File: config.mk
export PLATFORM = sky130hd
export DESIGN_NAME = fcs_xor_inserter_flat
export DESIGN_NICKNAME = d
export VERILOG_FILES = /design/src/rtl/fcs_xor_inserter_pkg.sv /design/src/rtl/fcs_xor_inserter_if.sv /design/src/rtl/fcs_xor_inserter.sv /design/src/flat_wrapper.sv
export SDC_FILE = /design/constraint.sdc
export NUM_CORES = 1
export LEC_CHECK = 0
export CAP_MARGIN = 20
export CORE_MARGIN = 1.5
export CORE_UTILIZATION = 55
export DETAILED_ROUTE_END_ITERATION = 16
export PLACE_DENSITY = 0.73
export RECOVER_POWER = 100
export SLEW_MARGIN = 20
export SYNTH_ARGS = -nofsm -noshare
export SYNTH_HDL_FRONTEND = slang
export SYNTH_SLANG_ARGS = --single-unit
File: constraint.sdc
create_clock -name clk -period 5.7 [get_ports clk]
set_clock_uncertainty 0.2 [all_clocks]
set_input_delay 1.425 -clock clk [delete_from_list [all_inputs] [get_ports clk]]
set_output_delay 1.425 -clock clk [all_outputs]
set_load 0.02 [all_outputs]
File: src/rtl/fcs_xor_inserter_pkg.sv
// -----------------------------------------------------------------------------
// fcs_xor_inserter_pkg
// Items shared by the transmit-side FCS XOR inserter and the receive-side
// FCS checkers: the default CRC32 generator, the frame FSM state encoding and
// a single-bit CRC32 step function.
// -----------------------------------------------------------------------------
package fcs_xor_inserter_pkg;

    // 802.11 CRC32 generator; bit 31 holds the x^31 coefficient (x^32 implicit).
    localparam logic [31:0] CRC_POLY = 32'h04C11DB7;

    typedef enum logic [1:0] {
        IDLE    = 2'd0,
        PAYLOAD = 2'd1,
        FCS     = 2'd2
    } fcs_state_e;

    // One MSB-first CRC step. With init 0 and no final complement this yields
    // the CRC delta caused by an XOR pattern, since CRC32 is linear.
    function automatic logic [31:0] crc32_step(input logic [31:0] crc,
                                               input logic        b,
                                               input logic [31:0] poly = CRC_POLY);
        return {crc[30:0], 1'b0} ^ (poly & {32{b ^ crc[31]}});
    endfunction

endpackage

File: src/rtl/fcs_xor_inserter_if.sv
// -----------------------------------------------------------------------------
// fcs_xor_inserter_if
// Bit-serial link between the payload modulation source, the FCS XOR inserter
// and the backscatter switch driver.
//   frame_start  : one-cycle pulse, starts a frame and samples payload_len
//   payload_len  : payload bit count
//   bit_strobe   : one pulse per on-air bit period
//   xor_in       : payload XOR bit, valid with bit_strobe
//   xor_out      : XOR bit for the switch driver
//   out_valid    : pulse one cycle after each accepted strobe
//   busy         : frame in progress
//   done         : pulse with the last FCS bit's out_valid
// master = the source side driving the frame; slave = the inserter.
// -----------------------------------------------------------------------------
interface fcs_xor_inserter_if #(
    parameter int LEN_W = 16
);
    logic             frame_start;
    logic [LEN_W-1:0] payload_len;
    logic             bit_strobe;
    logic             xor_in;
    logic             xor_out;
    logic             out_valid;
    logic             busy;
    logic             done;

    modport master (
        output frame_start, payload_len, bit_strobe, xor_in,
        input  xor_out, out_valid, busy, done
    );

    modport slave (
        input  frame_start, payload_len, bit_strobe, xor_in,
        output xor_out, out_valid, busy, done
    );
endinterface

File: src/rtl/fcs_xor_inserter.sv
// -----------------------------------------------------------------------------
// fcs_xor_inserter
// Passes the per-bit payload XOR pattern through to the backscatter switch and
// then appends the 32-bit FCS correction pattern (MSB / x^31 term first), so
// the modulated frame still carries a valid CRC32.
// Ports:
//   clk    : system clock
//   rst_n  : asynchronous active-low reset
//   bus    : fcs_xor_inserter_if.slave (frame_start, payload_len, bit_strobe,
//            xor_in in; xor_out, out_valid, busy, done out)
// LEN_W must match the interface instance's LEN_W and be at least 5 so the
// counter can hold the 31 used for the FCS phase.
// -----------------------------------------------------------------------------
module fcs_xor_inserter
    import fcs_xor_inserter_pkg::*;
#(
    parameter int          LEN_W    = 16,
    parameter logic [31:0] CRC_POLY = fcs_xor_inserter_pkg::CRC_POLY
) (
    input  logic               clk,
    input  logic               rst_n,
    fcs_xor_inserter_if.slave  bus
);

    localparam logic [LEN_W-1:0] FCS_LAST = LEN_W'(31);
    localparam logic [LEN_W-1:0] ONE      = LEN_W'(1);

    fcs_state_e       state_q, state_d;
    logic [31:0]      crc_q, crc_d;
    logic [31:0]      shift_q, shift_d;
    logic [LEN_W-1:0] cnt_q, cnt_d;
    logic             xor_out_q, xor_out_d;
    logic             out_valid_q, out_valid_d;
    logic             busy_q, busy_d;
    logic             done_q, done_d;
    logic [31:0]      crc_nxt;

    always_comb begin
        state_d     = state_q;
        crc_d       = crc_q;
        shift_d     = shift_q;
        cnt_d       = cnt_q;
        xor_out_d   = xor_out_q;
        out_valid_d = 1'b0;
        busy_d      = busy_q;
        done_d      = 1'b0;
        crc_nxt     = crc32_step(crc_q, bus.xor_in, CRC_POLY);

        if (bus.frame_start) begin
            // Start (or abort-and-restart); any same-cycle strobe is dropped.
            crc_d   = '0;
            shift_d = '0;
            busy_d  = 1'b1;
            if (bus.payload_len == '0) begin
                state_d = FCS;
                cnt_d   = FCS_LAST;
            end else begin
                state_d = PAYLOAD;
                cnt_d   = bus.payload_len;
            end
        end else if (bus.bit_strobe) begin
            unique case (state_q)
                PAYLOAD: begin
                    xor_out_d   = bus.xor_in;
                    out_valid_d = 1'b1;
                    crc_d       = crc_nxt;
                    if (cnt_q == ONE) begin
                        // Load the final CRC straight into the shifter so the
                        // first FCS bit can go out on the very next strobe.
                        state_d = FCS;
                        cnt_d   = FCS_LAST;
                        shift_d = crc_nxt;
                    end else begin
                        cnt_d = cnt_q - ONE;
                    end
                end
                FCS: begin
                    xor_out_d   = shift_q[31];
                    out_valid_d = 1'b1;
                    shift_d     = {shift_q[30:0], 1'b0};
                    if (cnt_q == '0) begin
                        state_d = IDLE;
                        done_d  = 1'b1;
                        busy_d  = 1'b0;
                    end else begin
                        cnt_d = cnt_q - ONE;
                    end
                end
                default: ; // IDLE: strobes ignored
            endcase
        end
    end

    always_ff @(posedge clk or negedge rst_n) begin
        if (!rst_n) begin
            state_q     <= IDLE;
            crc_q       <= '0;
            shift_q     <= '0;
            cnt_q       <= '0;
            xor_out_q   <= 1'b0;
            out_valid_q <= 1'b0;
            busy_q      <= 1'b0;
            done_q      <= 1'b0;
        end else begin
            state_q     <= state_d;
            crc_q       <= crc_d;
            shift_q     <= shift_d;
            cnt_q       <= cnt_d;
            xor_out_q   <= xor_out_d;
            out_valid_q <= out_valid_d;
            busy_q      <= busy_d;
            done_q      <= done_d;
        end
    end

    assign bus.xor_out   = xor_out_q;
    assign bus.out_valid = out_valid_q;
    assign bus.busy      = busy_q;
    assign bus.done      = done_q;

endmodule

File: src/flat_wrapper.sv
// flat-port wrapper written by rule: the top's interface ports become plain ports
module fcs_xor_inserter_flat import fcs_xor_inserter_pkg::*;
#(
    parameter int          LEN_W    = 16,
    parameter logic [31:0] CRC_POLY = fcs_xor_inserter_pkg::CRC_POLY
)
  (clk, rst_n, bus_frame_start, bus_payload_len, bus_bit_strobe, bus_xor_in, bus_xor_out, bus_out_valid, bus_busy, bus_done);
  fcs_xor_inserter_if #(.LEN_W(LEN_W)) bus_i ();
  input  logic clk;
  input  logic rst_n;
  input wire logic [$bits(bus_i.frame_start)-1:0] bus_frame_start;
  input wire logic [$bits(bus_i.payload_len)-1:0] bus_payload_len;
  input wire logic [$bits(bus_i.bit_strobe)-1:0] bus_bit_strobe;
  input wire logic [$bits(bus_i.xor_in)-1:0] bus_xor_in;
  output wire logic [$bits(bus_i.xor_out)-1:0] bus_xor_out;
  output wire logic [$bits(bus_i.out_valid)-1:0] bus_out_valid;
  output wire logic [$bits(bus_i.busy)-1:0] bus_busy;
  output wire logic [$bits(bus_i.done)-1:0] bus_done;
  assign bus_i.frame_start = bus_frame_start;
  assign bus_i.payload_len = bus_payload_len;
  assign bus_i.bit_strobe = bus_bit_strobe;
  assign bus_i.xor_in = bus_xor_in;
  assign bus_xor_out = bus_i.xor_out;
  assign bus_out_valid = bus_i.out_valid;
  assign bus_busy = bus_i.busy;
  assign bus_done = bus_i.done;
  fcs_xor_inserter #(.LEN_W(LEN_W), .CRC_POLY(CRC_POLY)) u_core (.clk(clk), .rst_n(rst_n), .bus(bus_i));
endmodule
==> out/results.ini <==
[layout]
num-nets-final = 485
stdcell_count = 565
drive_above_1_share_pct = 6.05
syn_to_final_growth_pct = 10.2
final_cell_mix = nand2_1 (86), dfrtp_1 (86), o21ai_0 (42), a22o_1 (23)
fin_area_um2 = 4800
num_antenna_cells = 0
fin_util_pct = 62.4

[power]
power.leakage_nw = 2.00
powerDensity_nw_per_um2 = 283
p_total_mw = 1.36
peakVddDrop_uv = 138

[run]
maxCapViolCount = 3

[yosys]
synth_seq_area_share_pct = 49.4
synth_area_um2 = 4360
syn-num-nets = 476
yosys_warnings = 0
syn_inst = 450
ys_ff_latch = 86
synth-main-ff-cell = dfrtp_1
synth.distinct_cells = 59
synth.avg_cell_area_um2 = 9.68
async_reset_ff_share_pct = 100
synth_edf_count = 0

[grt]
grt_max_degree = 50
track_usage_pct = 24.4
grt_pass1_wl_mm = 16.2
antenna_found_initial = 0
grt-ovfl-total = 0
grt_pass1_vias = 3294

[run_status]
status = complete, but fails checks
violations = capacitance limit, slew limit

[route]
drt_wl_total_mm = 9.44
ant_nets = 0
num_vias = 3388
vias_per_cell = 6.00
drc = 0
first_iter_violations = 243
firstDrtPassIters = 5
wire_per_inst_um = 16.7

[clocking]
path_clk_slew_ns = 0.08
ctsRootBufferMaster = clkbuf_8
cts_resized = 0
htree_levels = 3
cts_num_sinks = 86
cts_tree = done
cts_buffer_depth = 2
ctsHoldBuffers = 0
postCtsSetupBuffers = 0
clk_latency_ns = 0.36
cts_made_buffers = 9

[timing]
setup-violations-final = 0
final.setup.tns_ns = 0
tightest_slew_ns = 2.08
fin_crit_sh_pct = 77.6
hold_slack_ns = 0.276
slew_headroom_pct = -38.5
fmax_ghz = 0.226
rsz0062_at_grt = no
final_max_slew_viol_count = 96
hold_viol = 0
setup_slack_ns = 1.28
period_needed_ns = 4.42

[critical_path]
cp.required_ns = 5.75
reg2reg_slack_ns = 2.59
cp_max_fo = 38
r2r_cells = 5
cp-end-kind = register
crit_path_start_kind = input port
arrival_ns = 4.47
rr_startpoint = u_core.cnt_q[11]
r2r-end = u_core.state_q[1]
crit_type = in -> reg
critPathLaunch = bus_frame_start
worstSetupEndpoint = u_core.crc_q[21]

[floorplan]
io_pins = 25
rows = 32
initial_core_util_pct = 56.7
die_h_um = 92
core_area_um2 = 7690
die_w_um = 92
dieArea_um2 = 8460

[placement]
numPortBuffers = 24
routabilityCongestion = 0.897
post-place-ws_ns = 1.83
place_area_um2 = 4640
dp.cells = 550
dp_hpwl_mm = 6.05

[hold_path]
hp-start = u_core.shift_q[1]
hold_class = reg -> reg

## cells by family after synthesis
kind of cell	synth area share, %
buffers and inverters	4.02
DFF	49.4
AOI/OAI and AO/OA	21.3
and+or+nand+nor	16.7
xor gates and xnor gates	2.81
muxes	4.37
adders and majority gates	1.44
## cell usage after synthesis, drive strengths merged, types with 5 or more instances
cell,count,area [µm²]
buf,11,62.6
a21oi,10,50.1
mux2i,19,190
a22o,23,201
or4,5,41.3
xnor2,13,114
clkbuf,21,78.8
nand2,86,323
dfrtp,86,2150
nor2,19,71.3
nor4,10,83.8
o31ai,19,143
o21ai,45,248
inv,8,30.0
ha,5,62.6
nand3,19,95.1
## critical path: stages
cell           delay (ns)
dlygate4sd3_1        0.55
clkbuf_1             1.29
nor2_1               0.45
clkbuf_1             0.45
a22o_1               0.29
## layer usage
layer | vias to the layer above | part of all wire, % | GRT usage, %
li1 | 1652 | - | -
met1 | 1644 | 49 | 35.9
met2 | 80 | 44 | 35.9
met3 | 12 | 5.4 | 7.21
met4 | 0 | 1.0 | 5.38
met5 | - | 0 | 0
## flip-flops by register name (all words and copies together) (netlist names)
| name | flops |
|---|---|
| u_core.bus.busy | 1 |
| u_core.bus.done | 1 |
| u_core.bus.out_valid | 1 |
| u_core.bus.xor_out | 1 |
| u_core.cnt_q | 16 |
| u_core.crc_q | 32 |
| u_core.shift_q | 32 |
| u_core.state_q | 2 |
## power breakdown
part           internal (mW)  switching, mW
Sequential             0.656         0.0436
Clock                  0.215          0.218
Combinational         0.0838          0.141
Total                  0.954          0.403
## worst min-delay path by stage
stage	depth (start not counted)	slack, ns	end
global route	2	0.30	u_core.shift_q[1]
CTS	2	0.28	u_core.shift_q[1]
floorplan	2	0.24	u_core.shift_q[12]
detailed placement	2	0.26	u_core.shift_q[2]
finish	2	0.28	u_core.shift_q[1]
global placement	2	0.25	u_core.shift_q[22]
## final cells by class
class / instances / area (µm²)
clock buffer: 11 / 141
tap: 102 / 128
fill: 637 / 2890
clock inverter: 4 / 55.1
inverter: 9 / 33.8
multi-input combinational: 323 / 2020
sequential: 86 / 2150
timing repair buffer: 30 / 265
Note: power is estimated with default switching activity, not from simulation.
